### src/rtl/aes_spi_pkg.sv
// Shared types for the AES SPI responder.
// AES_SPI_LOOPBACK_EN swaps the cipher handshake for a data loopback.
package aes_spi_pkg;

  localparam int DATA_W = 128;

  typedef enum logic [2:0] {
    IDLE,
    RX,
    START,
    WAIT,
    TX,
    DONE
  } state_t;

  function automatic int frame_bits(input int nk);
    return DATA_W + nk * 32;
  endfunction

endpackage

### src/rtl/spi_shift_reg.sv
// Shift register with parallel load and serial input.
// Shifts left: sin enters at bit 0.
module spi_shift_reg #(
  parameter int W = 8
) (
  input  logic         clk,
  input  logic         rst,
  input  logic         load,
  input  logic         shift,
  input  logic [W-1:0] din,
  input  logic         sin,
  output logic [W-1:0] q
);

  always_ff @(posedge clk or posedge rst) begin
    if (rst) begin
      q <= '0;
    end else if (load) begin
      q <= din;
    end else if (shift) begin
      q <= {q[W-2:0], sin};
    end
  end

endmodule

### src/rtl/aes_spi_responder.sv
// SPI responder feeding the AES core; returns the 128-bit result on sdo.
// AES_SPI_LOOPBACK_EN: echo the data field instead of using the cipher.
module aes_spi_responder
  import aes_spi_pkg::*;
#(
  parameter int Nk = 4
) (
  input  logic              clk,
  input  logic              rst,
  input  logic              cs,
  input  logic              sdi,
  output logic              sdo,
  output logic              tx_active,
  output logic              frame_done,
  output logic              core_start,
  output logic [DATA_W-1:0] core_data,
  output logic [Nk*32-1:0]  core_key,
  input  logic              core_done,
  input  logic [DATA_W-1:0] core_result
);

  localparam int FRAME_BITS = frame_bits(Nk);
  localparam int KEY_W = Nk * 32;
  localparam int CNT_W = $clog2(FRAME_BITS + 1);
  localparam logic [CNT_W-1:0] RX_LAST = CNT_W'(FRAME_BITS - 1);
  localparam logic [CNT_W-1:0] TX_LAST = CNT_W'(DATA_W - 1);

  state_t               state;
  logic                 cs_q;
  logic [CNT_W-1:0]     cnt;
  logic [FRAME_BITS-1:0] rx_q;
  logic [DATA_W-1:0]    tx_q;
  logic [DATA_W-1:0]    tx_src;
  logic [DATA_W-1:0]    tx_din;
  logic                 live;
  logic                 abort;
  logic                 rx_shift;
  logic                 tx_start;
  logic                 tx_end;
  logic                 tx_load;
  logic                 tx_shift;
  logic                 unused_tx;

  assign live     = (state == RX) || (state == START) ||
                    (state == WAIT) || (state == TX);
  assign abort    = live && !cs;
  assign rx_shift = (state == RX) && cs;
  assign tx_end   = (state == TX) && cs && (cnt == TX_LAST);

`ifdef AES_SPI_LOOPBACK_EN
  logic unused_core;
  assign unused_core = ^{core_done, core_result};
  assign tx_start = (state == START) && cs;
  assign tx_src   = core_data;
`else
  assign tx_start = (state == WAIT) && cs && core_done;
  assign tx_src   = core_result;
`endif

  // Loading zero on end/abort is what returns sdo low.
  assign tx_load  = tx_start || abort || tx_end;
  assign tx_din   = tx_start ? tx_src : '0;
  assign tx_shift = (state == TX) && cs && (cnt != TX_LAST);

  assign core_data = rx_q[FRAME_BITS-1 -: DATA_W];
  assign core_key  = rx_q[KEY_W-1:0];
  assign sdo       = tx_q[DATA_W-1];
  assign unused_tx = ^tx_q[DATA_W-2:0];

  spi_shift_reg #(
    .W(FRAME_BITS)
  ) u_rx (
    .clk  (clk),
    .rst  (rst),
    .load (1'b0),
    .shift(rx_shift),
    .din  ('0),
    .sin  (sdi),
    .q    (rx_q)
  );

  spi_shift_reg #(
    .W(DATA_W)
  ) u_tx (
    .clk  (clk),
    .rst  (rst),
    .load (tx_load),
    .shift(tx_shift),
    .din  (tx_din),
    .sin  (1'b0),
    .q    (tx_q)
  );

  // cs_q resets high so a cs already asserted out of reset is not an edge.
  always_ff @(posedge clk or posedge rst) begin
    if (rst) begin
      state      <= IDLE;
      cs_q       <= 1'b1;
      cnt        <= '0;
      tx_active  <= 1'b0;
      frame_done <= 1'b0;
      core_start <= 1'b0;
    end else begin
      cs_q       <= cs;
      core_start <= 1'b0;
      frame_done <= 1'b0;
      if (abort) begin
        state     <= IDLE;
        cnt       <= '0;
        tx_active <= 1'b0;
      end else begin
        unique case (state)
          IDLE: begin
            if (cs && !cs_q) begin
              state <= RX;
              cnt   <= '0;
            end
          end
          RX: begin
            if (cnt == RX_LAST) begin
              state <= START;
              cnt   <= '0;
`ifndef AES_SPI_LOOPBACK_EN
              core_start <= 1'b1;
`endif
            end else begin
              cnt <= cnt + 1'b1;
            end
          end
          START: begin
`ifdef AES_SPI_LOOPBACK_EN
            state     <= TX;
            tx_active <= 1'b1;
            cnt       <= '0;
`else
            state <= WAIT;
`endif
          end
          WAIT: begin
            if (core_done) begin
              state     <= TX;
              tx_active <= 1'b1;
              cnt       <= '0;
            end
          end
          TX: begin
            if (cnt == TX_LAST) begin
              state      <= DONE;
              tx_active  <= 1'b0;
              frame_done <= 1'b1;
            end else begin
              cnt <= cnt + 1'b1;
            end
          end
          DONE: state <= IDLE;
          default: state <= IDLE;
        endcase
      end
    end
  end

endmodule

### config.mk
export PLATFORM = sky130hd
export DESIGN_NAME = aes_spi_responder
export DESIGN_NICKNAME = d
export VERILOG_FILES = /design/src/rtl/aes_spi_pkg.sv /design/src/rtl/spi_shift_reg.sv /design/src/rtl/aes_spi_responder.sv
export SDC_FILE = /design/constraint.sdc
export NUM_CORES = 1
export LEC_CHECK = 0
export ABC_AREA = 1
export CORE_UTILIZATION = 47
export DETAILED_ROUTE_END_ITERATION = 7
export HOLD_SLACK_MARGIN = 0.08
export MAX_ROUTING_LAYER = met4
export PLACE_DENSITY_LB_ADDON = 0.25
export SLEW_MARGIN = 20
export SYNTH_ARGS = -nofsm -noshare
export SYNTH_HDL_FRONTEND = slang
export SYNTH_HIERARCHICAL = 1
export SYNTH_SLANG_ARGS = --single-unit
### constraint.sdc
create_clock -name clk -period 23.3 [get_ports clk]
set_clock_uncertainty 0.1 [all_clocks]
set_input_delay 2.33 -clock clk [delete_from_list [all_inputs] [get_ports clk]]
set_output_delay 2.33 -clock clk [all_outputs]
set_load 0.005 [all_outputs]
**Word level (Yosys, flattened, before mapping)**

Cells that the tools add are included.

- Bits in registers: 400
- Bits of input ports: 133
- Output and inout bits: 260

- Add/sub/neg operators: 1
- Equal/unequal tests: 12
- Muxes and demuxes: 25
- Reductions and logical operators: 22

Operator list:

| cell | number |
|---|---|
| $mux 128 | 3 |
| $mux 9 | 5 |
| $pmux 9 s4 | 1 |
| $mux 3 | 5 |
| $pmux 3 s5 | 1 |
| $add 9x1->9 const B | 1 |
| $eq 9x7->1 const B | 1 |
| $eq 9x8->1 const B | 1 |
| $mux 1 | 9 |
| $ne 3x3->1 const B | 3 |
| $ne 9x7->1 const B | 1 |
| $logic_and 1x1->1 | 8 |
| $reduce_and 4->1 | 2 |
| $eq 3x2->1 const B | 2 |
| $ne 3x2->1 const B | 2 |
| $logic_or 1x1->1 | 5 |
| $reduce_bool 5->1 | 1 |
| $eq 3x1->1 const B | 1 |
| $eq 3x3->1 const B | 1 |
| $logic_not 3->1 | 1 |
| $reduce_and 3->1 | 1 |
| $reduce_bool 3->1 | 1 |
| $logic_not 1->1 | 2 |
| $pmux 1 s2 | 1 |
| $reduce_bool 2->1 | 1 |

**Depth between registers and ports, before layout**

Gate-level depths: netlist (run 1).

- Word-level depth: 8
- Gate-level depth with buffers: 16
- Depth with buffers taken out: 16

**By module**

The synthesis (run 1) kept the hierarchy.

Modules (own cells, without submodules):

| module | instances | cells an instance | area an instance (um^2) | seq. area each (um^2) |
|---|---|---|---|---|
| spi_shift_reg at u_rx | 1 | 1397 | 11812.6 | 6406.1 |
| spi_shift_reg at u_tx | 1 | 699 | 5766.8 | 3203.1 |
| aes_spi_responder | 1 | 422 | 2167.1 | 401.6 |

**Worst setup path before layout (run 1)**

Ideal clock, no wire load.

- Kind: input to register
- From: in cs
- To: reg u_tx.q[0]
- Library setup time: 68 ps
- Arrival time: 3360 ps
- Path slack: 19772 ps
- Cell stages on the path: 10
- Buffers on the path: 2
- Cells stage by stage: inv_2 -> nor2_2 -> nand2_1 -> nand3_1 -> inv_1 -> nor2_1 -> buf_2 -> buf_4 -> nand2_1 -> nand3_1

- Cells in the longest elaborated chain, start to end: 5
- Elaborated cells between the ends (all ways): 12
- Those cells by class: mux (2); reduce/logical (10)

Ends and longest elaborated chain:

| what | line | source |
|---|---|---|
| start, declared | aes_spi_responder.sv:10 | `input logic cs,` |
| $logic_and 1x1->1 or $logic_not 1->1 (tied branches) | aes_spi_responder.sv:56, aes_spi_responder.sv:46 |  |
| $logic_and 1x1->1, on equally long branches | aes_spi_responder.sv:56, aes_spi_responder.sv:46 |  |
| $logic_or 1x1->1 | aes_spi_responder.sv:61 | `assign tx_load = tx_start \|\| abort \|\| tx_end;` |
| $logic_or 1x1->1 * | aes_spi_responder.sv:61 |  |
| named net tx_load | aes_spi_responder.sv:40 | `logic tx_load;` |
| $mux 128 or $reduce_bool 2->1 (tied branches) | -- |  |
| end signal, assigned | spi_shift_reg.sv:19 | `q <= din;` |
| end signal, assigned | spi_shift_reg.sv:21 | `q <= {q[W-2:0], sin};` |
| end, declared | spi_shift_reg.sv:12 | `output logic [W-1:0] q` |

The timed path passes the listed nets; every way through them passes the cells marked *.
A chain may end at the register's enable or synchronous reset.

**Final worst setup path (run 1)**

- From: in cs
- To: reg u_tx.q[67]

Same word-level chain as after synthesis.

==> flow_summary.json, run 1 <==
{
  "drt_wl_total_um": 52500,
  "synthesis.instances": 2518,
  "areaGrowthSynthToFinish_pct": 29.2,
  "intPower_mw": 1.49,
  "tns_ns": 0,
  "min_period_over_period_pct": 25.9,
  "dp.cells": 3528,
  "layout_common_cells": "sky130_fd_sc_hd__nand2_1, sky130_fd_sc_hd__nand3_1, sky130_fd_sc_hd__dfrtp_1",
  "critical_path.startpoint_type": "input port",
  "post-layout-total-power_mw": 2.25,
  "vdd_drop_max_v": 0.0000971,
  "seq_power_share_pct": 40.0,
  "clock_path_buffers": 3,
  "comb_power_share_pct": 29.3,
  "yosys.cell_types.count": 29,
  "final_antenna_net_count": 0,
  "worstSetupEndpointType": "register",
  "grt_pass1_wl_um": 85200,
  "hp_class": "register to register",
  "syn_area_sq_um": 19700,
  "initial_core_util_pct": 48.0,
  "setup_failing_eps_final": 0,
  "grtUsageTotal_pct": 25.2,
  "period_needed_ns": 6.04,
  "number_of_max_slew_violations_in_the_final_report": 0,
  "cts_num_sinks": 400,
  "outcome": "finished with violations",
  "routed_wire_length_per_instance_um": 14.6,
  "worst_ep_required_time_ns": 23.63,
  "io_pins": 393,
  "clock.fmax_mhz": 166,
  "drt_pass1_iterations": 8,
  "tightestPinTransition_ns": 0.997,
  "clkLatencyLatePin_ns": 0.57,
  "ys_seq_area_share_pct": 50.7,
  "switching_share_pct": 33.9,
  "static-leakage-power_nw": 12.2,
  "diodes": 0,
  "ys_async_sr_fraction_pct": 100,
  "chipWidth_um": 207,
  "core-area_sq_um": 41100,
  "synth_enable_flop_cells": 0,
  "routed_via_density": 4.99,
  "drv_cap": 0,
  "rows": 74,
  "cp_data_arrival_time_ns": 6.37,
  "p_clk_share_pct": 30.7,
  "ys.flop_type": "sky130_fd_sc_hd__dfrtp_1",
  "seq_area_sq_um": 10000,
  "ctsHoldBuffers": 0,
  "cts_made_buffers": 44,
  "power.switching_mw": 0.762,
  "detail_route.iter0.violations": 1515,
  "grt_antenna_before_repair": 0,
  "grt_remaining_overflow": 0,
  "post_cts_buffers": 0,
  "finalHoldViolCount": 0,
  "rsz0062_at_grt": "no",
  "chipHeight_um": 207,
  "detail_route.drc_violations": 20,
  "routabilityCongestion": 0.821,
  "utilization_pct": 62.1,
  "ratio_of_cells_with_drive_above_1_in_the_final_layout_pct": 3.55,
  "powerDensity_nw_per_um2": 88.1,
  "slew_limit_headroom_pct": 33.5,
  "hold_ws_ns": 0.381,
  "mostFrequentLayoutCell": "sky130_fd_sc_hd__nand2_1",
  "maximum_number_of_pins_on_one_net_before_global_route_repair": 259,
  "failed_checks": "design-rule violations",
  "tritoncts_clock_tree": "built",
  "multi_input_comb_area_sq_um": 8780,
  "layout.cells.non_filler": 3605,
  "die_area_sq_um": 42800,
  "place.port_buffers": 392,
  "htree_levels": 2,
  "path_clk_slew_ns": 0.06,
  "yosys_warnings": 6,
  "post_cts_sizing_count": 0,
  "place.detailed.hpwl_um": 32600,
  "postSynthAreaPerCell_sq_um": 7.84,
  "first_global_vias": 17000,
  "path_max_fanout": 100,
  "vias": 18000,
  "setup_slack_of_the_most_critical_reg_to_reg_path_ns": 18.77,
  "timing.setup.critical_path_class": "input port to register",
  "final.fill_count": 3585,
  "clockRootBuffer": "sky130_fd_sc_hd__clkbuf_16",
  "finish.net_count": 3178,
  "ys_ff_latch": 400
}
metal layers:
layer	GRT usage (%)	wire length (um)	vias to the layer above
li1	-	-	8867
met1	32.0	22000	8528
met2	39.0	24900	491
met3	5.95	3570	111
met4	9.70	2020	0
met5	-	0	-
worst max-delay path, cell delays in order:
cell                              delay (ns)
sky130_fd_sc_hd__clkdlybuf4s50_1        0.55
sky130_fd_sc_hd__inv_2                  0.20
sky130_fd_sc_hd__nor2_2                 0.08
sky130_fd_sc_hd__nand2_1                0.16
sky130_fd_sc_hd__nand3_1                0.15
sky130_fd_sc_hd__clkinv_2               0.33
sky130_fd_sc_hd__buf_4                  0.82
sky130_fd_sc_hd__clkinv_2               0.74
sky130_fd_sc_hd__buf_4                  0.59
sky130_fd_sc_hd__nand3_1                0.21
sky130_fd_sc_hd__nand3_1                0.10
kinds of logic (layout without fill, tap and decap cells):
group                      after synthesis  in the layout  synth area share [%]
and+or+nand+nor                       1765           1765                  39.0
adders and majority gates                3              3                 0.190
other                                    1            258                0.0190
buffers and inverters                  340            638                  9.82
xor gates and xnor gates                 2              2                0.0887
AOI/OAI and AO/OA                        7              7                 0.190
DFF                                    400            400                  50.7
synth_stat cells, drive strengths merged, types with 2 or more instances:
master	count	share of area [%]
a21oi	3	0.076
buf	183	6.8
clkbuf	2	0.038
dfrtp	399	51
ha	3	0.19
inv	155	2.9
nand2	824	16
nand3	782	20
nand4	2	0.063
nor2	155	3.2
o21ai	3	0.076
state kept, by name (all words and copies together), names as in the netlist:
signal and cells:
frame_done 1, core_start 1, cs_q 1, u_tx/q 128, u_rx/q 256, cnt 9, tx_active 1, state 3
area by class of cell:
class	count	share of cell area, %
clock buffers	64	5.08
clock inverters	13	0.490
inverters	155	2.33
multi-input cells	2035	34.4
flip-flops and latches	400	39.2
well taps	532	2.61
repair buffers	406	15.8
power groups by stage:
stage,Sequential [mW],Combinational [mW],Clock [mW]
6_report,0.898,0.659,0.690
3_3_place_gp,0.904,0.643,0
4_1_cts,0.898,0.655,0.710
3_5_place_dp,0.908,0.654,0
2_1_floorplan,0.897,0.387,0
5_1_grt,0.913,0.726,0.736
path summary, 6_finish.rpt:
kind,startpoint,end,depth (start not counted)
worst max-delay path,cs,u_tx/q[67],11
worst min-delay path,u_tx/q[27],u_tx/q[27],2
worst max register to register,cnt[0],u_tx/q[67],12
worst min register to register,u_tx/q[27],u_tx/q[27],2
max in group asynchronous,rst,u_tx/q[82],4
min in group asynchronous,rst,u_tx/q[10],2
stage by stage:
| step | setup slack [ns] | instance area (sq um) |
|---|---|---|
| finish | 17.26 | 25500 |
| global route | 16.92 | 25500 |
| CTS | 17.33 | 25500 |
| detailed placement | 16.76 | 24100 |
| global placement | 16.88 | 24100 |
| floorplan | 13.83 | 20700 |
(Power assumes the default switching activity.)
==> inputs of run 2 (changes only) <==
==> constraint.sdc (replaced) <==
create_clock -name clk -period 5.4 [get_ports clk]
set_clock_uncertainty 0.1 [all_clocks]
set_input_delay 0.54 -clock clk [delete_from_list [all_inputs] [get_ports clk]]
set_output_delay 0.54 -clock clk [all_outputs]
set_load 0.005 [all_outputs]
==> run 2 against run 1 <==
The run still ends with design-rule violations left; worst setup slack got worse by 15 ns; final area rose by 0.57%; global-route usage fell by 0.38 points; utilization rose by 0.36 points; critical path type is now register to register; largest cell class unchanged.
==> flow_summary.json, run 2 (synthesized netlist as in run 1, its figures left out) <==
{
  "core-area_sq_um": 41100,
  "static-leakage-power_nw": 12.2,
  "powerDensity_nw_per_um2": 385,
  "post_cts_sizing_count": 0,
  "largest_register_ffs": 256,
  "grtUsageTotal_pct": 24.8,
  "placed_cell_area_sq_um": 24200,
  "clock.fmax_mhz": 288,
  "period_needed_ns": 3.47,
  "slew_limit_headroom_pct": 33.9,
  "tritoncts_clock_tree": "built",
  "failed_checks": "design-rule violations",
  "worst_ep_required_time_ns": 5.79,
  "layout_common_cells": "sky130_fd_sc_hd__nand2_1, sky130_fd_sc_hd__nand3_1, sky130_fd_sc_hd__dfrtp_1",
  "chipWidth_um": 207,
  "detail_route.drc_violations": 20,
  "critical-path-slowest-cell": "sky130_fd_sc_hd__nor2_4",
  "worstPathCellList": "ha_1, nand3_1, nor2_1, nand3_1, nand2_1, nand3_1, clkinv_2, nor2_4, buf_12, nand2_1, nand3_1",
  "clkLatencyLatePin_ns": 0.56,
  "drt_wl_total_um": 52500,
  "routed_via_density": 4.96,
  "cts_num_sinks": 400,
  "vdd_drop_max_v": 0.000394,
  "cp_data_arrival_time_ns": 3.85,
  "grt_antenna_before_repair": 0,
  "first_global_vias": 16500,
  "path_clk_slew_ns": 0.06,
  "grt_pass1_wl_um": 84100,
  "tns_ns": 0,
  "place.detailed.hpwl_um": 32000,
  "cts_made_buffers": 44,
  "final_antenna_net_count": 0,
  "clock_path_buffers": 3,
  "hold_ws_ns": 0.381,
  "die_area_sq_um": 42800,
  "drt_pass1_iterations": 8,
  "cell_repeated_most_along_the_worst_path": "sky130_fd_sc_hd__nand3_1",
  "rows": 74,
  "ctsHoldBuffers": 0,
  "vias": 17900,
  "place.port_buffers": 392,
  "detail_route.iter0.violations": 1729,
  "grt_remaining_overflow": 0,
  "areaGrowthSynthToFinish_pct": 30.0,
  "utilization_pct": 62.4,
  "final.fill_count": 3641,
  "setup_slack_of_the_most_critical_reg_to_reg_path_ns": 1.93,
  "path_max_fanout": 94,
  "mostFrequentLayoutCell": "sky130_fd_sc_hd__nand2_1",
  "tightestPinTransition_ns": 0.991,
  "initial_core_util_pct": 48.0,
  "htree_levels": 2,
  "registers.top_by_ff_count": "u_rx/q",
  "chipHeight_um": 207,
  "critical_path.startpoint_type": "register",
  "drv_cap": 0,
  "rsz0062_at_grt": "no",
  "maximum_number_of_pins_on_one_net_before_global_route_repair": 259,
  "timing.setup.critical_path_class": "register to register",
  "clockRootBuffer": "sky130_fd_sc_hd__clkbuf_16",
  "hp_class": "register to register",
  "finish.net_count": 3176,
  "io_pins": 393,
  "post_cts_buffers": 0,
  "number_of_max_slew_violations_in_the_final_report": 0,
  "min_period_over_period_pct": 64.2,
  "setup_failing_eps_final": 0,
  "outcome": "finished with violations",
  "routabilityCongestion": 0.812,
  "largestRegisters": "u_rx/q (256), u_tx/q (128), cnt (9)",
  "worstSetupEndpointType": "register",
  "finalHoldViolCount": 0,
  "ratio_of_cells_with_drive_above_1_in_the_final_layout_pct": 3.58,
  "layout_cell_area_excl_fill_sq_um": 25700,
  "critical-path-max-stage-delay_ns": 0.81,
  "routed_wire_length_per_instance_um": 14.6,
  "diodes": 0
}
==> run 2: cell type report <==
type / instances / area (sq um) / area share, %
Multi-Input combinational cell: 2035 / 8780 / 34.2
Sequential cell: 400 / 10000 / 39.0
Clock buffer: 70 / 1380 / 5.38
Tap cell: 532 / 666 / 2.59
Inverter: 155 / 594 / 2.32
Clock inverter: 10 / 129 / 0.502
Timing Repair Buffer: 404 / 4100 / 16.0
==> run 2: metrics by stage <==
step	cells	power [mW]	setup slack, ns
2_1_floorplan	2775	5.54	1.35
3_3_place_gp	3526	6.71	1.56
3_5_place_dp	3526	6.77	1.46
4_1_cts	3606	9.93	1.97
5_1_grt	3606	10.4	1.66
6_report	3606	9.87	1.93
==> run 2: critical path, delay by kind of cell (launching register included) <==
family                   cells  cell delay [ns]
adder cells (fa/ha/maj)      1             0.24
flip-flops                   1             0.42
AND/OR/NAND/NOR              8             1.63
buffers and inverters        2             0.88
==> run 2: report_power, final <==
part | switching, mW | total, mW | leakage, nW | internal, mW
Clock | 1.23 | 3.12 | 0.750 | 1.89
Sequential | 0.395 | 3.86 | 5.13 | 3.47
Combinational | 1.68 | 2.89 | 6.36 | 1.21
==> run 2: layer usage <==
| metal | global-route usage [%] | vias to the layer above | routed length [um] |
|---|---|---|---|
| li1 | - | 8864 | - |
| met1 | 32.8 | 8472 | 22500 |
| met2 | 37.4 | 460 | 24900 |
| met3 | 4.90 | 107 | 3220 |
| met4 | 10.2 | 0 | 1880 |
| met5 | - | - | 0 |
==> run 2: path summary, 6_finish.rpt <==
check                           start    endpoint  depth (start not counted)
max in group asynchronous         rst  u_tx/q[25]                          3
hold reg to reg            u_tx/q[52]  u_tx/q[52]                          2
hold / removal             u_tx/q[52]  u_tx/q[52]                          2
setup reg to reg               cnt[0]  u_tx/q[69]                         11
setup / recovery               cnt[0]  u_tx/q[69]                         11
min in group asynchronous         rst      cnt[3]                          2
